File: src/rtl/stage_ctrl.sv
// Multi-cycle stage sequencer: FETCH/DECODE/EXEC/MEM/WB/HALT with memory handshake, timeout and sticky error.
// Optional performance counters (cycle_cnt_o, retired_o) are built when STAGE_CTRL_PERF_EN is defined.
module stage_ctrl #(
  parameter int MEM_TIMEOUT = 64,
  parameter int TO_W        = 7
) (
  input  logic       clk,
  input  logic       reset,
  input  logic [4:0] itype_i,
  input  logic       mem_ready_i,
  input  logic       halt_i,
  output logic [2:0] stage_o,
  output logic       mem_req_o,
  output logic       mem_we_o,
  output logic       ir_we_o,
  output logic       pc_we_o,
  output logic       wd_q_o,
  output logic [1:0] err_o
`ifdef STAGE_CTRL_PERF_EN
  ,
  output logic [31:0] cycle_cnt_o,
  output logic [31:0] retired_o
`endif
);

  localparam logic [4:0] RTYPE  = 5'd0;
  localparam logic [4:0] ITYPE  = 5'd1;
  localparam logic [4:0] LTYPE  = 5'd2;
  localparam logic [4:0] STYPE  = 5'd3;
  localparam logic [4:0] BTYPE  = 5'd4;
  localparam logic [4:0] UTYPE  = 5'd5;
  localparam logic [4:0] JTYPE  = 5'd6;
  localparam logic [4:0] JRTYPE = 5'd7;

  localparam logic [1:0] ERR_NONE    = 2'd0;
  localparam logic [1:0] ERR_ILLEGAL = 2'd1;
  localparam logic [1:0] ERR_TIMEOUT = 2'd2;

  localparam logic [TO_W-1:0] TO_LAST = TO_W'(MEM_TIMEOUT - 1);

  typedef enum logic [2:0] {
    S_FETCH  = 3'd0,
    S_DECODE = 3'd1,
    S_EXEC   = 3'd2,
    S_MEM    = 3'd3,
    S_WB     = 3'd4,
    S_HALT   = 3'd5
  } state_t;

  state_t          state_q, state_d;
  logic [TO_W-1:0] to_cnt_q, to_cnt_d;
  logic            req_d, we_d, ir_we_d, pc_we_d, wd_d;
  logic [1:0]      err_d;

  assign stage_o = state_q;

  always_ff @(posedge clk) begin
    if (reset) begin
      state_q   <= S_FETCH;
      to_cnt_q  <= '0;
      mem_req_o <= 1'b0;
      mem_we_o  <= 1'b0;
      ir_we_o   <= 1'b0;
      pc_we_o   <= 1'b0;
      wd_q_o    <= 1'b0;
      err_o     <= ERR_NONE;
    end else begin
      state_q   <= state_d;
      to_cnt_q  <= to_cnt_d;
      mem_req_o <= req_d;
      mem_we_o  <= we_d;
      ir_we_o   <= ir_we_d;
      pc_we_o   <= pc_we_d;
      wd_q_o    <= wd_d;
      err_o     <= err_d;
    end
  end

  // Outputs are registered copies of next-cycle values, so every strobe is one clean cycle.
  always_comb begin
    state_d  = state_q;
    to_cnt_d = to_cnt_q;
    req_d    = 1'b0;
    we_d     = 1'b0;
    ir_we_d  = 1'b0;
    pc_we_d  = 1'b0;
    wd_d     = 1'b0;
    err_d    = err_o;
    case (state_q)
      S_FETCH: begin
        // mem_req_o low means this is the entry cycle: halt is only honoured here.
        if (!mem_req_o) begin
          to_cnt_d = '0;
          if (halt_i) state_d = S_HALT;
          else        req_d   = 1'b1;
        end else if (mem_ready_i) begin
          state_d = S_DECODE;
          ir_we_d = 1'b1;
        end else if (to_cnt_q == TO_LAST) begin
          state_d  = S_HALT;
          err_d    = ERR_TIMEOUT;
          to_cnt_d = to_cnt_q + 1'b1;
        end else begin
          req_d    = 1'b1;
          to_cnt_d = to_cnt_q + 1'b1;
        end
      end
      S_DECODE: state_d = S_EXEC;
      S_EXEC: begin
        to_cnt_d = '0;
        case (itype_i)
          LTYPE: begin
            state_d = S_MEM;
            req_d   = 1'b1;
          end
          STYPE: begin
            state_d = S_MEM;
            req_d   = 1'b1;
            we_d    = 1'b1;
          end
          BTYPE: begin
            state_d = S_FETCH;
            pc_we_d = 1'b1;
          end
          RTYPE, ITYPE, UTYPE, JTYPE, JRTYPE: begin
            state_d = S_WB;
            wd_d    = 1'b1;
            pc_we_d = 1'b1;
          end
          default: begin
            state_d = S_HALT;
            err_d   = ERR_ILLEGAL;
          end
        endcase
      end
      S_MEM: begin
        // mem_we_o remembers whether this access is a store or a load.
        if (mem_ready_i) begin
          to_cnt_d = '0;
          pc_we_d  = 1'b1;
          if (mem_we_o) begin
            state_d = S_FETCH;
          end else begin
            state_d = S_WB;
            wd_d    = 1'b1;
          end
        end else if (to_cnt_q == TO_LAST) begin
          state_d  = S_HALT;
          err_d    = ERR_TIMEOUT;
          to_cnt_d = to_cnt_q + 1'b1;
        end else begin
          req_d    = 1'b1;
          we_d     = mem_we_o;
          to_cnt_d = to_cnt_q + 1'b1;
        end
      end
      S_WB: begin
        to_cnt_d = '0;
        state_d  = S_FETCH;
      end
      S_HALT: state_d = S_HALT;
      default: state_d = S_FETCH;
    endcase
  end

`ifdef STAGE_CTRL_PERF_EN
  always_ff @(posedge clk) begin
    if (reset) begin
      cycle_cnt_o <= '0;
      retired_o   <= '0;
    end else begin
      if (state_q != S_HALT) cycle_cnt_o <= cycle_cnt_o + 32'd1;
      if (pc_we_o)           retired_o   <= retired_o + 32'd1;
    end
  end
`endif

endmodule

File: config.mk
export PLATFORM = sky130hd
export DESIGN_NAME = stage_ctrl
export DESIGN_NICKNAME = d
export VERILOG_FILES = /design/src/rtl/stage_ctrl.sv
export SDC_FILE = /design/constraint.sdc
export NUM_CORES = 1
export LEC_CHECK = 0
export ABC_AREA = 1
export BUFFER_PORTS_ARGS = -buffer_cell sky130_fd_sc_hd__buf_2
export CAP_MARGIN = 20
export CORE_MARGIN = 5
export CORE_UTILIZATION = 30
export DETAILED_ROUTE_END_ITERATION = 7
export PLACE_DENSITY_LB_ADDON = 0.12
export REMOVE_ABC_BUFFERS = 1
export SLEW_MARGIN = 20
export SYNTH_ARGS = -nofsm -noshare
export SYNTH_HDL_FRONTEND = slang
export SYNTH_SLANG_ARGS = --single-unit
File: constraint.sdc
create_clock -name clk -period 1.7 [get_ports clk]
set_clock_uncertainty 0.15 [all_clocks]
set_input_delay 0.085 -clock clk [delete_from_list [all_inputs] [get_ports clk]]
set_output_delay 0.085 -clock clk [all_outputs]
set_load 0.01 [all_outputs]
* Word-level counts from Yosys, hierarchy flattened
Cells that the tools add are included.
** Operators by class
- $add $sub $neg :: 1
- Equality and inequality tests :: 18
- Multiplexer cells :: 34
- Bitwise operators :: 2
- Reductions and logical operators :: 12
** Operators by type and width (count)
- $mux 7 :: 3
- $pmux 7 s3 :: 1
- $eq 5x3->1 const B :: 4
- $mux 3 :: 6
- $pmux 3 s5 :: 1
- $mux 1 :: 13
- $eq 5x2->1 const B :: 2
- $ne 3x3->1 const B :: 3
- $pmux 3 s3 :: 1
- $mux 2 :: 4
- $reduce_or 8->1 :: 1
- $add 7x1->7 const B :: 1
- $eq 7x6->1 const B :: 1
- $eq 3x2->1 const B :: 2
- $eq 3x3->1 const B :: 2
- $pmux 1 s2 :: 3
- $pmux 2 s3 :: 1
- $reduce_bool 3->1 :: 2
- $reduce_or 6->1 :: 1
- $eq 5x1->1 const B :: 1
- $logic_not 5->1 :: 1
- $reduce_or 5->1 :: 1
- $ne 2x2->1 const B :: 2
- $reduce_or 2->1 :: 2
- other kinds (7) :: 8
** Storage, ports and cells
- Register bits after elaboration :: 17
- Bits of input ports :: 9
- Output and inout bits :: 10
- Logic and storage cells :: 75

* Longest topological paths before layout
- Word-level depth :: 5
- Mapped depth :: 9
- Gate-level depth less buffers :: 9

* Worst setup path after synthesis
No wires, ideal clock.
- Path kind :: flip-flop to flip-flop
- From :: reg state_q[0] (netlist: stage_o[0])
- To :: reg state_q[1] (netlist: stage_o[1])
- Setup time :: 0.115 ns
- Data arrival time :: 1.096 ns
- Setup slack :: 0.339 ns
- Stages on the path, launching flop included :: 8
- Period minus slack after synthesis :: 1.361 ns
- Cell sequence :: dfxtp_1 inv_1 nand3_1 inv_1 nand3_1 nand2_1 o21ai_0 inv_1
** On the way
- Cells in the longest elaborated chain, start to end :: 2
- Elaborated cells between the ends (all ways) :: 7
** Ends and longest elaborated chain
- start, declared :: RTL line 50 : state_t state_q, state_d;
- start signal, assigned :: RTL line 68 : state_q <= state_d;
- $eq 3x3->1, or another cell as far along :: RTL line 89 : case (state_q)
- $pmux 3 s5 / $ne 3x3->1 (equally long branches)
Several ways; a longest one is shown, not always the timed one.
A chain may end at the register's enable or synchronous reset.

* Worst setup path after layout
- From :: reg to_cnt_q[0]
- To :: reg state_q[1] (netlist: stage_o[1])
** On the way
- Cells in the longest elaborated chain, start to end :: 5
- Elaborated cells between the ends (all ways) :: 6
** Ends and longest elaborated chain
- start, declared :: RTL line 51 : logic [TO_W-1:0] to_cnt_q, to_cnt_d;
- start signal, assigned :: RTL line 69 : to_cnt_q <= to_cnt_d;
- $eq 7x6->1 (*) :: RTL line 99, 147
- $mux 3 (*)
- $mux 3 (2 in a row)
- $pmux 3 s5 (*)
Mark *: on every way between the ends. The rest lies on a longest branch, timed or not.

==> flow_summary_export.csv <==
group,metric,value,unit
clock_tree,numCtsBuffers,3,
clock_tree,cts_tree,"done",
worst_setup_path,crit_fanout,4,
route,num_vias,952,
worst_setup_path,start_kind,"flip-flop",
power_and_ir_drop,ir_worst_vdd,0.0006147,V
timing,maxSlewHeadroom,83.42,%
floorplan,core,0.003028,mm^2
yosys,yosysSeqAreaShare,36.03,%
timing,rsz0062_at_grt,"false",
layout,fillerInstances,341,
yosys,synth_warnings,0,
floorplan,start_util,31.20,%
global_route,grt_pass1_vias,961,
hold_path,hold_path_depth,4,
floorplan,die_x,66.12,um
global_route,grtUsageTotal,11.87,%
layout,final_common_cell,"nand2_1",
route,dr.pass1.iters,4,
clock_tree,clockBufferDepth,2,
layout,drive_above_1_share,20.96,%
yosys,netlist_area,944.7,um^2
worst_setup_path,worstSetupPathType,"reg2reg",
timing,fin_crit_sh,89.44,%
clock_tree,ctsRootBufferMaster,"clkbuf_4",
worst_setup_path,cp_top_family,"simple AND/OR/NAND/NOR gates",
worst_setup_path,cp.depth,8,
worst_setup_path,crit_buf_inv,2,
route,viasPerCell,4.512,
floorplan,fp.dieArea,0.004371,mm^2
yosys,syn_avg_cell_area,6.653,um^2
power_and_ir_drop,p_per_area,1224,mW/mm^2
route,wl_per_cell,10.74,um
global_route,grt_pass1_wl,4008,um
placement,port_buffers,18,
worst_setup_path,cp_slowest_cell,"dfxtp_1",
power_and_ir_drop,p_leak,0.5375,nW
timing,maxSlewViolCount,0,
yosys,yosys-top-cells-area,"dfxtp_1 36%, nand2_1 11%, nor2_1 10%",
layout,diodes,0,
layout,multiInputGateArea,529.3,um^2
timing,worst_pin_slew,0.2470,ns
global_route,overflow,0,
flow_run,cap_viol_max_count,0,
placement,post_dp_cell_area,0.001086,mm^2
clock_tree,clkSinkCount,17,
worst_setup_path,cp-end-kind,"flip-flop",
clock_tree,cts_setup_buffers,0,
global_route,grt_max_degree,11,
yosys,ys_ff_latch,17,
status,outcome,"finished, final reports clean",
worst_setup_path,worstPathArrival,1.57,ns
worst_setup_path,crit_start,"to_cnt_q[0]",
route,finalWirelength,2266,um
clock_tree,post_cts_resize_count,0,
timing,setup_tns,0,ns
route,drtIter0Drc,40,
global_route,grt.busiest_layer,"met2",
placement,gp_congestion,0.8537,
worst_setup_path,cp.required,1.75,ns
layout,final_cell_mix,"28 x nand2_1, 26 x nor2_1, 18 x buf_2, 17 x inv_1, 17 x dfxtp_1",
worst_setup_path,cp-endpoint,"stage_o[1]",
worst_setup_path,worstReg2RegEnd,"stage_o[1]",
timing,holdWs,0.03747,ns
global_route,antenna_found_initial,0,
yosys,synth_cell_types,24,
worst_setup_path,reg2reg_slack,0.18,ns
timing,setup_viol,0,
yosys,netlist_instances,142,
worst_setup_path,r2r-start,"to_cnt_q[0]",
clock_tree,clk_pin_slew,0.11,ns
floorplan,dieHeight,66.12,um
timing,post-route-min-period,1.520,ns
layout,ff_latch_area,340.3,um^2
placement,hpwl,1787,um
global_route,met1_usage,13.73,%
floorplan,ioPinCount,19,
timing,fmax,0.6577,GHz
layout,stdcell_count,211,
placement,dp_cells,203,
clock_tree,clock_latency,0.29,ns
global_route,use_met2,20.20,%
layout,fin_area,0.001154,mm^2
yosys,synth_top_cell_area_share,36.03,%
timing,final-hold-violation-count,0,
yosys,yosysTopAreaCell,"dfxtp_1",
worst_setup_path,cpPeakStageDelay,0.38,ns
layout,fin_nets,178,
route,ant_nets,0,
floorplan,placementRows,20,
hold_path,holdCritPathClass,"in2reg",
clock_tree,cts_max_level,1,
power_and_ir_drop,total_power,1.413,mW
layout,area.growth.synth_to_final,22.12,%
worst_setup_path,ff2ff_path_depth,8,
worst_setup_path,path_cells,"ha_1 -> inv_1 -> nor2_1 -> nand2_1 -> nand3_1 -> nand2_1 -> o21ai_0 -> inv_1",
global_route,grt_use_met3,2.551,%
route,drc,0,
synthesized netlist by cell type, drive strengths merged:
| cell type | count |
|---|---|
| o21bai | 2 |
| nand3b | 1 |
| buf | 1 |
| nand3 | 10 |
| ha | 1 |
| nand2 | 33 |
| a21oi | 9 |
| xor2 | 1 |
| nand4 | 5 |
| nor2 | 31 |
| a2bb2oi | 1 |
| inv | 19 |
| or2 | 3 |
| o21ai | 7 |
| nor3 | 1 |
| dfxtp | 17 |
worst min-delay path by stage:
stage                start         end  slack (ns)
floorplan            reset    err_o[0]       0.004
finish              halt_i  stage_o[2]        0.04
detailed placement   reset   mem_req_o        0.27
global route        halt_i  stage_o[2]        0.08
global placement     reset   mem_req_o        0.26
CTS                 halt_i  stage_o[2]        0.02
timing repair:
| action | CTS | global route |
|---|---|---|
| endpoints found under the hold margin | 7 | 0 |
| hold buffers | 4 | 0 |
| setup endpoints to repair | 0 | 0 |
cell type report:
class / instances / share of cell area, %
Clock buffer: 3 / 1.952
Clock inverter: 1 / 0.4338
Inverter: 19 / 6.182
Multi-Input combinational cell: 105 / 45.88
Sequential cell: 17 / 29.50
Tap cell: 44 / 4.772
Timing Repair Buffer: 22 / 11.28
state kept, by name, indices dropped and copies added, names as in the netlist:
signal     cells
err_o          2
mem_we_o       1
pc_we_o        1
mem_req_o      1
stage_o        3
to_cnt_q       7
ir_we_o        1
wd_q_o         1
report_power, final:
group	internal, mW	switching (mW)
combinational	0.239	0.418
sequential	0.459	0.0730
clock	0.0875	0.135
metrics by stage:
step | setup slack [ns] | util, %
floorplan | 0.3389 | -
finish | 0.1796 | 38.10
CTS | 0.1902 | 38.10
global placement | 0.1961 | 35.87
detailed placement | 0.2144 | 35.87
global route | 0.01332 | 38.10
kinds of logic (layout without fill, tap and decap cells):
group	after synthesis	count (layout)	share of synthesized area (%)
and+or+nand+nor	84	84	42.78
buffers and inverters	20	45	7.947
AOI/OAI and AO/OA	19	19	10.99
DFF	17	17	36.03
adders and majority gates	1	1	1.324
xor gates and xnor gates	1	1	0.9273
tightest hold or removal path, delay by kind of cell:
family | cells | cell delay [ns]
and+or+nand+nor | 3 | 0.29
buffers and inverters | 1 | 0.07
per-layer routing:
metal / up-vias / share of wire (%)
met5: - / 0
met4: 0 / 1.6
met3: 4 / 3.7
met2: 26 / 49
met1: 415 / 46
li1: 507 / -
Power figures use the tool's default switching activity.
